File: src/rtl/dht_uart_reporter.sv
// Formats a DHT11 reading as "T=ddd.d,H=ddd.d\r\n" and sends it as 8N1 UART
// bytes every time data_valid rises; one newer reading can wait behind a busy frame.
module dht_uart_reporter #(
  parameter int CLKS_PER_BIT = 434
) (
  input  logic        clk_50M,
  input  logic        reset,
  input  logic [7:0]  T_integral,
  input  logic [7:0]  T_decimal,
  input  logic [7:0]  RH_integral,
  input  logic [7:0]  RH_decimal,
  input  logic        data_valid,
  output logic        uart_tx,
  output logic        busy,
  output logic [15:0] frames_sent
);

  typedef enum logic [1:0] {IDLE, CONVERT, SEND} state_t;
  typedef enum logic [1:0] {U_IDLE, U_START, U_DATA, U_STOP} ustate_t;

  localparam logic [15:0] BIT_LAST = 16'(CLKS_PER_BIT - 1);

  state_t      state;
  ustate_t     ustate;
  logic        dv_q;
  logic        armed;
  logic        trigger;
  logic [7:0]  t_bin, rh_bin, t_dec, rh_dec;
  logic [11:0] t_bcd, rh_bcd;
  logic [19:0] t_next, rh_next;
  logic [2:0]  conv_cnt;
  logic        pend;
  logic [7:0]  pend_t_int, pend_t_dec, pend_rh_int, pend_rh_dec;
  logic [4:0]  byte_idx, byte_sel;
  logic [15:0] bit_timer;
  logic [2:0]  bit_idx;
  logic [7:0]  shreg, cur_byte;

  // armed stays low after reset until data_valid has been seen low, so a level
  // already high at release cannot masquerade as a fresh reading.
  assign trigger = data_valid & ~dv_q & armed;

  function automatic logic [3:0] add3(input logic [3:0] d);
    return (d >= 4'd5) ? d + 4'd3 : d;
  endfunction

  function automatic logic [19:0] dd_step(input logic [11:0] bcd, input logic [7:0] bin);
    logic [11:0] adj;
    adj = {add3(bcd[11:8]), add3(bcd[7:4]), add3(bcd[3:0])};
    return {adj[10:0], bin, 1'b0};
  endfunction

  function automatic logic [7:0] dec_ascii(input logic [7:0] v);
    return (v > 8'd9) ? 8'h39 : 8'h30 + v;
  endfunction

  assign t_next  = dd_step(t_bcd, t_bin);
  assign rh_next = dd_step(rh_bcd, rh_bin);

  // Byte feeding the serialiser: current slot when starting a frame, next slot
  // when chaining straight out of a stop bit.
  always_comb begin
    byte_sel = (ustate == U_IDLE) ? byte_idx : byte_idx + 5'd1;
    cur_byte = 8'h0A;
    case (byte_sel)
      5'd0:  cur_byte = 8'h54;
      5'd1:  cur_byte = 8'h3D;
      5'd2:  cur_byte = {4'h3, t_bcd[11:8]};
      5'd3:  cur_byte = {4'h3, t_bcd[7:4]};
      5'd4:  cur_byte = {4'h3, t_bcd[3:0]};
      5'd5:  cur_byte = 8'h2E;
      5'd6:  cur_byte = dec_ascii(t_dec);
      5'd7:  cur_byte = 8'h2C;
      5'd8:  cur_byte = 8'h48;
      5'd9:  cur_byte = 8'h3D;
      5'd10: cur_byte = {4'h3, rh_bcd[11:8]};
      5'd11: cur_byte = {4'h3, rh_bcd[7:4]};
      5'd12: cur_byte = {4'h3, rh_bcd[3:0]};
      5'd13: cur_byte = 8'h2E;
      5'd14: cur_byte = dec_ascii(rh_dec);
      5'd15: cur_byte = 8'h0D;
      default: cur_byte = 8'h0A;
    endcase
  end

  always_ff @(posedge clk_50M or negedge reset) begin
    if (!reset) begin
      state       <= IDLE;
      ustate      <= U_IDLE;
      dv_q        <= 1'b0;
      armed       <= 1'b0;
      busy        <= 1'b0;
      uart_tx     <= 1'b1;
      frames_sent <= '0;
      t_bin       <= '0;
      rh_bin      <= '0;
      t_dec       <= '0;
      rh_dec      <= '0;
      t_bcd       <= '0;
      rh_bcd      <= '0;
      conv_cnt    <= '0;
      pend        <= 1'b0;
      pend_t_int  <= '0;
      pend_t_dec  <= '0;
      pend_rh_int <= '0;
      pend_rh_dec <= '0;
      byte_idx    <= '0;
      bit_timer   <= '0;
      bit_idx     <= '0;
      shreg       <= '0;
    end else begin
      dv_q  <= data_valid;
      armed <= armed | ~data_valid;
      if (trigger && state != IDLE) begin
        pend        <= 1'b1;
        pend_t_int  <= T_integral;
        pend_t_dec  <= T_decimal;
        pend_rh_int <= RH_integral;
        pend_rh_dec <= RH_decimal;
      end
      case (state)
        IDLE: begin
          if (trigger) begin
            t_bin    <= T_integral;
            rh_bin   <= RH_integral;
            t_dec    <= T_decimal;
            rh_dec   <= RH_decimal;
            t_bcd    <= '0;
            rh_bcd   <= '0;
            conv_cnt <= '0;
            busy     <= 1'b1;
            state    <= CONVERT;
          end
        end
        CONVERT: begin
          t_bcd    <= t_next[19:8];
          t_bin    <= t_next[7:0];
          rh_bcd   <= rh_next[19:8];
          rh_bin   <= rh_next[7:0];
          conv_cnt <= conv_cnt + 3'd1;
          if (conv_cnt == 3'd7) begin
            byte_idx <= '0;
            state    <= SEND;
          end
        end
        SEND: begin
          case (ustate)
            U_IDLE: begin
              shreg     <= cur_byte;
              uart_tx   <= 1'b0;
              bit_timer <= '0;
              ustate    <= U_START;
            end
            U_START: begin
              if (bit_timer == BIT_LAST) begin
                bit_timer <= '0;
                uart_tx   <= shreg[0];
                shreg     <= shreg >> 1;
                bit_idx   <= '0;
                ustate    <= U_DATA;
              end else begin
                bit_timer <= bit_timer + 16'd1;
              end
            end
            U_DATA: begin
              if (bit_timer == BIT_LAST) begin
                bit_timer <= '0;
                if (bit_idx == 3'd7) begin
                  uart_tx <= 1'b1;
                  ustate  <= U_STOP;
                end else begin
                  uart_tx <= shreg[0];
                  shreg   <= shreg >> 1;
                  bit_idx <= bit_idx + 3'd1;
                end
              end else begin
                bit_timer <= bit_timer + 16'd1;
              end
            end
            U_STOP: begin
              if (bit_timer != BIT_LAST) begin
                bit_timer <= bit_timer + 16'd1;
              end else if (byte_idx != 5'd16) begin
                bit_timer <= '0;
                byte_idx  <= byte_idx + 5'd1;
                shreg     <= cur_byte;
                uart_tx   <= 0;
                ustate    <= U_START;
              end else begin
                // Frame end: a trigger landing on this very edge is the newest reading.
                bit_timer   <= '0;
                ustate      <= U_IDLE;
                frames_sent <= frames_sent + 16'd1;
                if (trigger || pend) begin
                  t_bin    <= trigger ? T_integral  : pend_t_int;
                  t_dec    <= trigger ? T_decimal   : pend_t_dec;
                  rh_bin   <= trigger ? RH_integral : pend_rh_int;
                  rh_dec   <= trigger ? RH_decimal  : pend_rh_dec;
                  t_bcd    <= '0;
                  rh_bcd   <= '0;
                  conv_cnt <= '0;
                  pend     <= 1'b0;
                  state    <= CONVERT;
                end else begin
                  busy  <= 1'b0;
                  state <= IDLE;
                end
              end
            end
            default: ustate <= U_IDLE;
          endcase
        end
        default: state <= IDLE;
      endcase
    end
  end

endmodule
File: config.mk
export PLATFORM = sky130hd
export DESIGN_NAME = dht_uart_reporter
export DESIGN_NICKNAME = d
export VERILOG_FILES = /design/src/rtl/dht_uart_reporter.sv
export SDC_FILE = /design/constraint.sdc
export NUM_CORES = 1
export LEC_CHECK = 0
export CORE_MARGIN = 5
export CORE_UTILIZATION = 55
export DETAILED_ROUTE_END_ITERATION = 7
export PLACE_DENSITY = 0.72
export SLEW_MARGIN = 20
export SYNTH_ARGS = -nofsm -noshare
export SYNTH_HDL_FRONTEND = slang
export SYNTH_SLANG_ARGS = --single-unit
File: constraint.sdc
create_clock -name clk_50M -period 4.89 [get_ports clk_50M]
set_input_delay 1.2225 -clock clk_50M [delete_from_list [all_inputs] [get_ports clk_50M]]
set_output_delay 1.2225 -clock clk_50M [all_outputs]
set_load 0.05 [all_outputs]
=== Word level (Yosys, flattened, before mapping) ===
Index checks and enable logic that the tools add are counted.

* Add/subtract/negate cells: 13
* Order comparisons: 8
* Equality and inequality tests: 39
* Multiplexer cells: 100
* Bitwise gates (word level): 7
* Reduce and logical (&&, ||, !) cells: 23

{| class="wikitable"
|+ Operators with widths
! operator !! count
|-
| 2-to-1 mux 8 bit || 31
|-
| case mux 8 bit (14 select lines) || 1
|-
| case mux 12 bit (3 select lines) || 2
|-
| 2-to-1 mux 12 bit || 5
|-
| case mux 16 bit (3 select lines) || 1
|-
| case mux 8 bit (3 select lines) || 2
|-
| equality test 5 x 4 -> 1 bit, second input constant || 8
|-
| adder 16 x 1 -> 16 bit, second input constant || 2
|-
| 2-to-1 mux 16 bit || 2
|-
| case mux 8 bit (2 select lines) || 2
|-
| case mux 8 bit (4 select lines) || 1
|-
| 2-to-1 mux 3 bit || 10
|-
| != test 2 bit, second input constant || 14
|-
| 2-to-1 mux 5 bit || 5
|-
| AND reduction 5 bit || 5
|-
| greater-or-equal comparator 4 x 3 -> 1 bit, second input constant || 6
|-
| AND reduction 6 bit || 4
|-
| equality test 5 x 3 -> 1 bit, second input constant || 4
|-
| 2-to-1 mux 1 bit || 18
|-
| 2-to-1 mux 2 bit || 9
|-
| adder 4 x 2 -> 4 bit, second input constant || 4
|-
| adder 6 x 8 -> 8 bit, first input constant || 2
|-
| equality test 16 x 9 -> 1 bit, second input constant || 1
|-
| greater-than comparator 8 x 4 -> 1 bit, second input constant || 2
|-
| other kinds (29) || 49
|}

* Flip-flop bits (word level): 148
* Input port bits: 35
* Output and inout port bits: 18
* Logic and storage cells: 213

=== Logic depth before layout (Yosys ltp) ===
Gate-level depths: netlist of run 1.

* Depth after elaboration: 10
* Depth in mapped cells: 12
* Depth with buffers taken out: 8

=== Worst setup path after synthesis of run 1 ===
OpenSTA, ideal clock, no wires.

* Kind: input-to-reg
* From: in data_valid
* To: reg t_bcd[8]
* Library setup time: 130 ps
* Data arrival time: 2513 ps
* Data required time: 4760 ps
* Slack: 2247 ps
* Stages on the path: 9
* Path buffers: 3
* Cell sequence: nand3b_1 > nand2b_1 > nand3_1 > a221o_1 > buf_2 > buf_6 > buf_2 > nand2_1 > o41ai_2

* Cells in the longest elaborated chain, start to end: 5
* Elaborated cells on any way between the ends: 6
* Classes of those cells: eq/ne (2); bitwise (2); reduce/logical (2)

{| class="wikitable"
|+ Ends and longest elaborated chain
! item !! line !! source
|-
| from (decl) || 12 || <nowiki>input logic data_valid,</nowiki>
|-
| bitwise AND 1 bit * (2 in series) || 41 || <nowiki>assign trigger = data_valid & ~dv_q & armed;</nowiki>
|-
| logical OR 1 bit || 194 || <nowiki>if (trigger || pend) begin</nowiki>
|-
| != test 2 bit (no source line) || - ||
|-
| AND reduction 6 bit (no source line) * || - ||
|-
| to (signal assigned) || 136 || <nowiki>t_bcd <= t_next[19:8];</nowiki>
|-
| to (decl) || 29 || <nowiki>logic [11:0] t_bcd, rh_bcd;</nowiki>
|}

Every way passes the cells marked *; elsewhere a longest branch is shown, timed or not.
A chain may end at the register's enable or synchronous reset.

=== Final worst setup path of run 1 ===
* From: in data_valid
* To: reg conv_cnt[0]

* Cells in the longest elaborated chain, start to end: 5
* Elaborated cells on any way between the ends: 6
* Classes of those cells: eq/ne (2); bitwise (2); reduce/logical (2)

{| class="wikitable"
|+ Ends and longest elaborated chain
! item !! line !! source
|-
| bitwise AND 1 bit * (2 in series) || 41 ||
|-
| logical OR 1 bit || 194 ||
|-
| != test 2 bit (no source line) || - ||
|-
| AND reduction 6 bit (no source line) * || - ||
|-
| to (signal assigned) || 140 || <nowiki>conv_cnt <= conv_cnt + 3'd1;</nowiki>
|-
| to (decl) || 31 || <nowiki>logic [2:0] conv_cnt;</nowiki>
|}

Marks and branches as above.

==> flow_summary.ini, run 1 <==
[run_status]
run_status = finished clean

[grt]
first_global_vias = 6424
use_met1_pct = 30.60
grt_remaining_overflow = 0
busiest_layer = met2
maximum_number_of_pins_on_one_net_before_global_route_repair = 93
use_met2_pct = 34.71
antenna_found_initial = 0
grt_first_pass_wirelength_um = 32100
global_route.usage.total_pct = 21.89
grtUsageMet3_pct = 4.829

[clock_tree]
cts_hold_buf = 0
max-clock-path-buffers = 2
clock-sinks = 148
postCtsSetupBuffers = 0
cts_tree = done
numCtsBuffers = 17
clock_insertion_delay_worst_skew_ps = 430
clkSlewWorstSetupHoldPaths_ps = 60
cts.htree.levels = 4
post_cts.resized_instances = 0
clock_tree.root_cell = sky130_fd_sc_hd__clkbuf_16

[yosys]
netlist_top_cells_area = sky130_fd_sc_hd__dfrtp_1 44%, sky130_fd_sc_hd__nand2_1 5.4%, sky130_fd_sc_hd__ha_1 5.0%
synth_most_common_cell = sky130_fd_sc_hd__dfrtp_1
synth-edff-count = 0
synthesis.area_um2 = 8319
synthTopCellsByCount = 147 x sky130_fd_sc_hd__dfrtp_1, 119 x sky130_fd_sc_hd__nand2_1, 99 x sky130_fd_sc_hd__nor2_1
ys_dominant_reg_cell = sky130_fd_sc_hd__dfrtp_1
yosysTopAreaCell = sky130_fd_sc_hd__dfrtp_1
syn_inst = 884
synth_seq_area_share_pct = 44.53
postSynthNetCount = 952
synth-seq-cells = 148
yosysTopAreaCellShare_pct = 44.22
ys.warnings.count = 0
async_reset_ff_share_pct = 100.0
yosysUniqueCellTypes = 71
avgSynthCellArea_um2 = 9.411

[worst_setup_path]
cp_max_fo = 28
timing.critical_path.required_ps = 5260
arrival_ps = 3910
regToRegStartpoint = bit_timer[2]$_DFFE_PN0P_
rr_endpoint = conv_cnt[0]$_DFFE_PN0P_
regToRegSetupSlack_ps = 1580
worst-setup-path-type = in2reg
crit_path_start_kind = primary input
crit_path_end_kind = flop
r2r_cells = 7

[power_and_ir_drop]
power_report.internal_total_mw = 2.966
power.share.combinational_pct = 27.5
pwr-share-seq_pct = 40.5
total_leakage_power_nw = 4.182
p_sw_mw = 1.453
power_frac_clock_pct = 32.0
swShare_pct = 32.88
power.density_cell_area_nw_per_um2 = 458.1
design_power_total_mw = 4.418
max-vdd-ir-drop_mv = 0.3466

[timing]
setup_viol_count_final = 0
timing.slew.headroom_pct = 21.50
slew_viol_final = 0
period_share_pct = 72.55
rsz0062_at_grt = false
min_period_ps = 3548
finalWorstSetupSlack_ps = 1342
totalNegativeSetupSlack_ps = 0
finClkSkew_ps = 7.231
final-hold-violation-count = 0
fmax_ghz = 0.2819
worst-slew-pin-transition_ps = 1174

[final_layout]
fraction_of_layout_cells_with_a_size_suffix_above_1_pct = 10.92
layout.core_utilization_pct = 64.16
total_nets_final = 989
seqCellArea_um2 = 3705
stdcell_count = 1122
area_delta_synth_final_pct = 15.94
antennaDiodeCount = 0
fillers = 1227
multiInputGateArea_um2 = 4324

[route]
remaining_drc_errors = 0
drt_wl_total_um = 18540
first_iter_violations = 543
vias_per_cell = 5.832
detailroute.via_count = 6543
wl_per_cell_um = 16.52
drt_pass1_iterations = 5
drt.antenna.violating_nets = 0

[die]
initial_core_util_pct = 55.34
dieHeight_um = 133.0
die-width_um = 133.0
die_area_um2 = 17690
design.portCount = 53
rows = 45
standard_cell_core_area_um2 = 15030

[run]
max-cap-violations = 0

[hold_path]
timing.hold.worst_path_depth = 1
hold_class = reg2reg
hold-path-endpoint = frames_sent[15]$_DFFE_PN0P_
hold_path.startpoint = frames_sent[15]$_DFFE_PN0P_

[place]
gpl.final_weighted_congestion = 0.8915
dp_hpwl_um = 12520
portBuffers = 52
preCtsSetupSlack_ps = 918.6
dp.cells = 1090
[registers in the layout, indices dropped and copies added (netlist names)]
register and cells:
ustate 2, pend_rh_int 8, t_dec 8, pend 1, pend_t_dec 8, rh_bcd 12
pend_t_int 8, dv_q 1, busy 1, byte_idx 5, pend_rh_dec 8, conv_cnt 3
rh_dec 8, t_bcd 12, uart_tx 1, bit_timer 16, state 2, frames_sent 16
t_bin 8, rh_bin 8, shreg 8, bit_idx 3, armed 1
[power groups by stage]
| stage | combinational (mW) | sequential, mW | clock [mW] |
|---|---|---|---|
| after floorplan | 0.936 | 1.73 | 0 |
| after global routing | 1.37 | 1.84 | 1.50 |
| after CTS | 1.22 | 1.79 | 1.44 |
| final | 1.22 | 1.79 | 1.41 |
| after detailed placement | 1.21 | 1.80 | 0 |
| after global placement | 1.18 | 1.79 | 0 |
[logic make-up after synthesis]
group                    count (synthesis)  share of synthesized area (%)
XOR/XNOR                                46                          4.843
flip-flops                             148                          44.53
adder cells (fa/ha/maj)                 33                          4.963
buffers and inverters                   79                          3.805
multiplexers                            44                          5.836
AO/OA/AOI/OAI                          187                          15.93
AND/OR/NAND/NOR                        347                          20.09
[metrics by stage]
step / hold WS [ps] / instance area (um^2)
floorplan: 442.8 / 8319
global placement: 457.1 / 9005
detailed placement: 464.3 / 9005
CTS: 471.9 / 9646
global route: 485.5 / 9646
finish: 472.4 / 9646
[worst max path at each step]
stage / from / endpoint / slack (ps) / cells past startpoint
final: data_valid / conv_cnt[0]$_DFFE_PN0P_ / 1340 / 8
after global routing: data_valid / rh_bin[1]$_DFFE_PN0P_ / 1120 / 8
after CTS: data_valid / conv_cnt[0]$_DFFE_PN0P_ / 1350 / 8
after detailed placement: data_valid / rh_bin[1]$_DFFE_PN0P_ / 920 / 8
after global placement: data_valid / conv_cnt[0]$_DFFE_PN0P_ / 970 / 8
after floorplan: data_valid / t_bcd[8]$_DFFE_PN0P_ / 2250 / 9
[metal layers]
layer	wire length (um)	vias up
met3	758	19
met4	248	0
li1	-	3228
met2	8773	134
met5	0	-
met1	8758	3162
[critical path: stages]
cell and delay, ps:
sky130_fd_sc_hd__clkdlybuf4s50_1 520, sky130_fd_sc_hd__nand3b_1 300, sky130_fd_sc_hd__nand2b_1 240, sky130_fd_sc_hd__nand3_1 160, sky130_fd_sc_hd__a221o_1 700, sky130_fd_sc_hd__buf_4 370
sky130_fd_sc_hd__or3_1 330, sky130_fd_sc_hd__nand2_1 60
[cell usage in the layout (no fill, tap or decap), types with 20 or more instances in the layout]
cell type and instances:
sky130_fd_sc_hd__a21oi_1 20, sky130_fd_sc_hd__nor2_1 97, sky130_fd_sc_hd__nand3_1 34, sky130_fd_sc_hd__a31oi_1 21
sky130_fd_sc_hd__clkdlybuf4s50_1 51, sky130_fd_sc_hd__nand2_1 119, sky130_fd_sc_hd__inv_1 34, sky130_fd_sc_hd__o21ai_0 47
sky130_fd_sc_hd__mux2_2 36, sky130_fd_sc_hd__a22o_1 29, sky130_fd_sc_hd__xnor2_1 24, sky130_fd_sc_hd__ha_1 33
sky130_fd_sc_hd__dfrtp_1 147, sky130_fd_sc_hd__xor2_1 22
[cell type report]
cell class | count | share of cell area (%)
flip-flops and latches | 148 | 38.41
well taps | 188 | 2.439
inverters | 35 | 1.362
clock inverters | 13 | 2.050
multi-input cells | 657 | 44.83
repair buffers | 62 | 6.317
clock buffers | 19 | 4.592
Note: power is estimated with default switching activity, not from simulation.
==> run 2, diff against run 1 <==
clock period = 3.6 ns   (was 4.89 ns; I/O delays follow)
==> flow_summary.ini, run 2 (synthesis gave the netlist of run 1 again) <==
[final_layout]
final_design_area_no_fill_um2 = 9652
layout.cells.most_common = sky130_fd_sc_hd__dfrtp_1
fillers = 1213
antennaDiodeCount = 0
total_nets_final = 999
layout.core_utilization_pct = 64.20
area_delta_synth_final_pct = 16.02
seqCellArea_um2 = 3705
reg.largest.list = bit_timer: 16 flops, frames_sent: 16 flops
fraction_of_layout_cells_with_a_size_suffix_above_1_pct = 11.86
commonest_cells_after_routing_fill_and_taps_aside = 147 x sky130_fd_sc_hd__dfrtp_1, 119 x sky130_fd_sc_hd__nand2_1, 97 x sky130_fd_sc_hd__nor2_1
multiInputGateArea_um2 = 4324

[power_and_ir_drop]
swShare_pct = 34.21
power.share.combinational_pct = 28.5
max-vdd-ir-drop_mv = 0.4995
total_leakage_power_nw = 4.192
pwr-share-seq_pct = 41.9
power.density_cell_area_nw_per_um2 = 600.9
power_frac_clock_pct = 29.7
design_power_total_mw = 5.800
p_sw_mw = 1.984
power_report.internal_total_mw = 3.816

[worst_setup_path]
critical_path.cell_chain = inv_1 > ha_1 > or4b_2 > nor4_4 > buf_4 > a21oi_1 > nor3_4 > mux2_2 > o31a_1
crit_path_end_kind = flop
critical_path.top_delay_family = simple AND/OR/NAND/NOR gates
worst-setup-path-type = reg2reg
timing.critical_path.required_ps = 3920
cp_max_fo = 14
regToRegSetupSlack_ps = 620
cp_num_buf_inv = 2
critical-path-max-stage-delay_ps = 660
critical-path-slowest-cell = sky130_fd_sc_hd__or4b_2
arrival_ps = 3300
crit_path_start_kind = flop

[timing]
min_period_ps = 2975
period_share_pct = 82.65
final-hold-violation-count = 0
fmax_ghz = 0.3361
slew_viol_final = 0
timing.slew.headroom_pct = 50.46
rsz0062_at_grt = false
setup_viol_count_final = 0
worst-slew-pin-transition_ps = 743.1
finClkSkew_ps = 18.76
totalNegativeSetupSlack_ps = 0
finalWorstSetupSlack_ps = 624.7

[clock_tree]
clock_insertion_delay_worst_skew_ps = 430
cts_hold_buf = 0
numCtsBuffers = 17
cts_tree = done
clock-sinks = 148
max-clock-path-buffers = 2
postCtsSetupBuffers = 0
post_cts.resized_instances = 0
clkSlewWorstSetupHoldPaths_ps = 70
clock_tree.root_cell = sky130_fd_sc_hd__clkbuf_16
cts.htree.levels = 4

[run]
max-cap-violations = 0

[route]
remaining_drc_errors = 0
wl_per_cell_um = 16.42
detailroute.via_count = 6564
first_iter_violations = 453
drt_pass1_iterations = 5
drt_wl_total_um = 18590
vias_per_cell = 5.799
drt.antenna.violating_nets = 0

[grt]
global_route.usage.total_pct = 21.79
grt_first_pass_wirelength_um = 31640
grt_remaining_overflow = 0
first_global_vias = 6323
antenna_found_initial = 0
maximum_number_of_pins_on_one_net_before_global_route_repair = 59

[die]
design.portCount = 53
dieHeight_um = 133.0
die-width_um = 133.0
die_area_um2 = 17690
initial_core_util_pct = 55.34
rows = 45
standard_cell_core_area_um2 = 15030

[place]
gpl.final_weighted_congestion = 0.8711
dpl-instance-area_um2 = 9080
preCtsSetupSlack_ps = 517.5
dp_hpwl_um = 12950
portBuffers = 52

[hold_path]
hold_class = in2async

[run_status]
run_status = finished clean
==> run 2: path summary, 6_finish.rpt <==
| kind | to | cells past startpoint | start |
|---|---|---|---|
| setup reg to reg | shreg[2]$_DFFE_PN0P_ | 9 | bit_timer[1]$_DFFE_PN0P_ |
| setup / recovery | shreg[2]$_DFFE_PN0P_ | 9 | bit_timer[1]$_DFFE_PN0P_ |
| min in group clk_50M | conv_cnt[1]$_DFFE_PN0P_ | 2 | conv_cnt[1]$_DFFE_PN0P_ |
| hold / removal | frames_sent[6]$_DFFE_PN0P_ | 1 | reset |
| hold reg to reg | conv_cnt[1]$_DFFE_PN0P_ | 2 | conv_cnt[1]$_DFFE_PN0P_ |
| max in group asynchronous | uart_tx$_DFFE_PN1P_ | 2 | reset |
==> run 2: layout make-up <==
type	instances	area share (%)
Clock buffer	18	4.446
Clock inverter	14	1.478
Inverter	35	1.361
Multi-Input combinational cell	657	44.80
Sequential cell	148	38.38
Tap cell	188	2.437
Timing Repair Buffer	72	7.091
==> run 2: power by group through the flow <==
stage	sequential, mW	clock [mW]	combinational [mW]
floorplan	2.35	0	1.27
global placement	2.44	0	1.61
detailed placement	2.45	0	1.65
CTS	2.42	1.75	1.66
global route	2.48	1.83	1.86
finish	2.43	1.72	1.65
==> run 2: per-layer routing <==
metal  vias to the layer above  wire (um)  track usage (%)
met5                         -          0                0
li1                       3246          -                -
met2                       144       8606            33.41
met1                      3147       8745            31.04
met4                         0        426            7.102
met3                        27        810            4.525
==> run 2: metrics by stage <==
step	cells	hold WS, ps
after floorplan	884	442.8
after global placement	1100	454.6
after detailed placement	1100	463.2
after CTS	1132	462.0
after global routing	1132	481.8
final	1132	443.5
==> run 3, diff against run 2 <==
CORE_UTILIZATION = 54   (was 55)
PLACE_DENSITY = 0.74   (was 0.72)
clock period = 2.4 ns   (was 3.6 ns; I/O delays follow)
==> flow_summary.ini, run 3 (synthesis gave the netlist of run 1 again) <==
[run_status]
run_status = finished with violations
failing_checks = setup timing

[clock_tree]
clock_insertion_delay_worst_skew_ps = 430
clock_tree.root_cell = sky130_fd_sc_hd__clkbuf_16
clkSlewWorstSetupHoldPaths_ps = 70
numCtsBuffers = 17
cts_tree = done
clock-sinks = 148
max-clock-path-buffers = 2
cts_hold_buf = 0
cts.htree.levels = 4

[worst_setup_path]
cp_num_buf_inv = 3
arrival_ps = 2790
critical-path-slowest-cell = sky130_fd_sc_hd__or4_4
critical_path.top_delay_family = simple AND/OR/NAND/NOR gates
worst-setup-path-type = reg2reg
critical-path-max-stage-delay_ps = 540
timing.critical_path.required_ps = 2760
cp_max_fo = 14
crit_path_end_kind = flop
critical_path.cell_chain = or4_4 > nor4_4 > nand3_2 > buf_4 > a221oi_4 > buf_12 > clkbuf_16 > nor2_1 > nor2_1
cpMostUsedCell = sky130_fd_sc_hd__nor2_1
crit_path_start_kind = flop

[final_layout]
layout.core_utilization_pct = 70.31
stdcell_count = 1210
final_design_area_no_fill_um2 = 10650
fraction_of_layout_cells_with_a_size_suffix_above_1_pct = 21.53
commonest_cells_after_routing_fill_and_taps_aside = 146 x sky130_fd_sc_hd__dfrtp_1, 118 x sky130_fd_sc_hd__nand2_1, 96 x sky130_fd_sc_hd__nor2_1
reg.largest.list = bit_timer: 16 flops, frames_sent: 16 flops
area_delta_synth_final_pct = 28.00
layout.cells.most_common = sky130_fd_sc_hd__dfrtp_1
antennaDiodeCount = 0
total_nets_final = 1078

[timing]
fmax_ghz = 0.4111
totalNegativeSetupSlack_ps = -117.2
setup_viol_count_final = 8
final-hold-violation-count = 0
rsz0062_at_grt = true
min_period_ps = 2432
slew_viol_final = 0
timing.slew.headroom_pct = 54.94
finClkSkew_ps = 10.69
worst-slew-pin-transition_ps = 675.1
finalWorstSetupSlack_ps = -32.32
period_share_pct = 101.3
holdWs_ps = 122.5

[die]
initial_core_util_pct = 54.93
standard_cell_core_area_um2 = 15150
dieHeight_um = 134.1
rows = 45
design.portCount = 53
die_area_um2 = 17990
die-width_um = 134.1

[route]
vias_per_cell = 5.925
remaining_drc_errors = 0
wl_per_cell_um = 17.54
drt_pass1_iterations = 6
drt.antenna.violating_nets = 0
drt_wl_total_um = 21220
detailroute.via_count = 7169
first_iter_violations = 536

[grt]
antenna_found_initial = 0
grt_remaining_overflow = 0
global_route.usage.total_pct = 22.61
first_global_vias = 6813
maximum_number_of_pins_on_one_net_before_global_route_repair = 55
grt_first_pass_wirelength_um = 33260

[place]
portBuffers = 52
dp_hpwl_um = 13840
preCtsSetupSlack_ps = -147.6
gpl.final_weighted_congestion = 0.8626
dpl-instance-area_um2 = 9623
dp.cells = 1162

[power_and_ir_drop]
max-vdd-ir-drop_mv = 0.7204
power.density_cell_area_nw_per_um2 = 896.6
total_leakage_power_nw = 4.712
design_power_total_mw = 9.548

[run]
max-cap-violations = 0

[hold_path]
hold_class = in2async
-- run 3: cell count changes in the layout (fill, tap and decap cells not counted), moves of 7 or more --
cell,change
sky130_fd_sc_hd__a221oi_1,-7
sky130_fd_sc_hd__a221oi_2,+7
sky130_fd_sc_hd__buf_12,+8
sky130_fd_sc_hd__buf_4,+62
sky130_fd_sc_hd__o21ai_0,-14
sky130_fd_sc_hd__o21ai_1,+11
-- run 3: area by class of cell --
type,instances,area [um^2]
Fill cell,1103,4497
Sequential cell,148,3706
Clock buffer,19,452.9
Inverter,35,131.4
Clock inverter,12,170.2
Timing Repair Buffer,151,1463
Tap cell,188,235.2
Multi-Input combinational cell,657,4491
-- run 3: per-layer routing --
layer / track usage, % / routed length, um / up-vias
met2: 37.06 / 10440 / 218
met3: 4.501 / 1037 / 36
li1: - / - / 3398
met4: 6.448 / 425 / 0
met5: 0 / 0 / -
met1: 30.79 / 9315 / 3517
-- run 3: final timing paths --
check	startpoint	end	slack, ps	cells past startpoint
worst max-delay path	bit_timer[6]$_DFFE_PN0P_	t_bin[7]$_DFFE_PN0P_	-30	9
worst min-delay path	reset	pend_rh_int[5]$_DFFE_PN0P_	120	1
worst max register to register	bit_timer[6]$_DFFE_PN0P_	t_bin[7]$_DFFE_PN0P_	-30	9
worst min register to register	frames_sent[15]$_DFFE_PN0P_	frames_sent[15]$_DFFE_PN0P_	470	1
max in group asynchronous	reset	uart_tx$_DFFE_PN1P_	1580	2
min in group clk_50M	frames_sent[15]$_DFFE_PN0P_	frames_sent[15]$_DFFE_PN0P_	470	1
-- run 3: worst register-to-register path, cell delays in order (launching register included) --
cell and delay, ps:
sky130_fd_sc_hd__dfrtp_1 420, sky130_fd_sc_hd__or4_4 540, sky130_fd_sc_hd__nor4_4 270, sky130_fd_sc_hd__nand3_2 130, sky130_fd_sc_hd__buf_4 160, sky130_fd_sc_hd__a221oi_4 320, sky130_fd_sc_hd__buf_12 170, sky130_fd_sc_hd__clkbuf_16 170
sky130_fd_sc_hd__nor2_1 60, sky130_fd_sc_hd__nor2_1 110
-- run 3: power by group --
part           switching (mW)  total [mW]  internal [mW]  leakage, nW
sequential              0.505        3.68           3.17         1.88
combinational            1.62        3.06           1.44         2.53
clock                    1.10        2.81           1.71        0.302
total                    3.23        9.55           6.32         4.71
-- run 3: timing repair --
item / 4_1_cts / 5_1_grt
buffers inserted: 7 / 5
setup endpoints to repair: 39 / 59
pin swaps: 5 / 15
gates cloned: 0 / 5
hold endpoints to repair: 0 / 0
gates resized for setup: 3 / 47
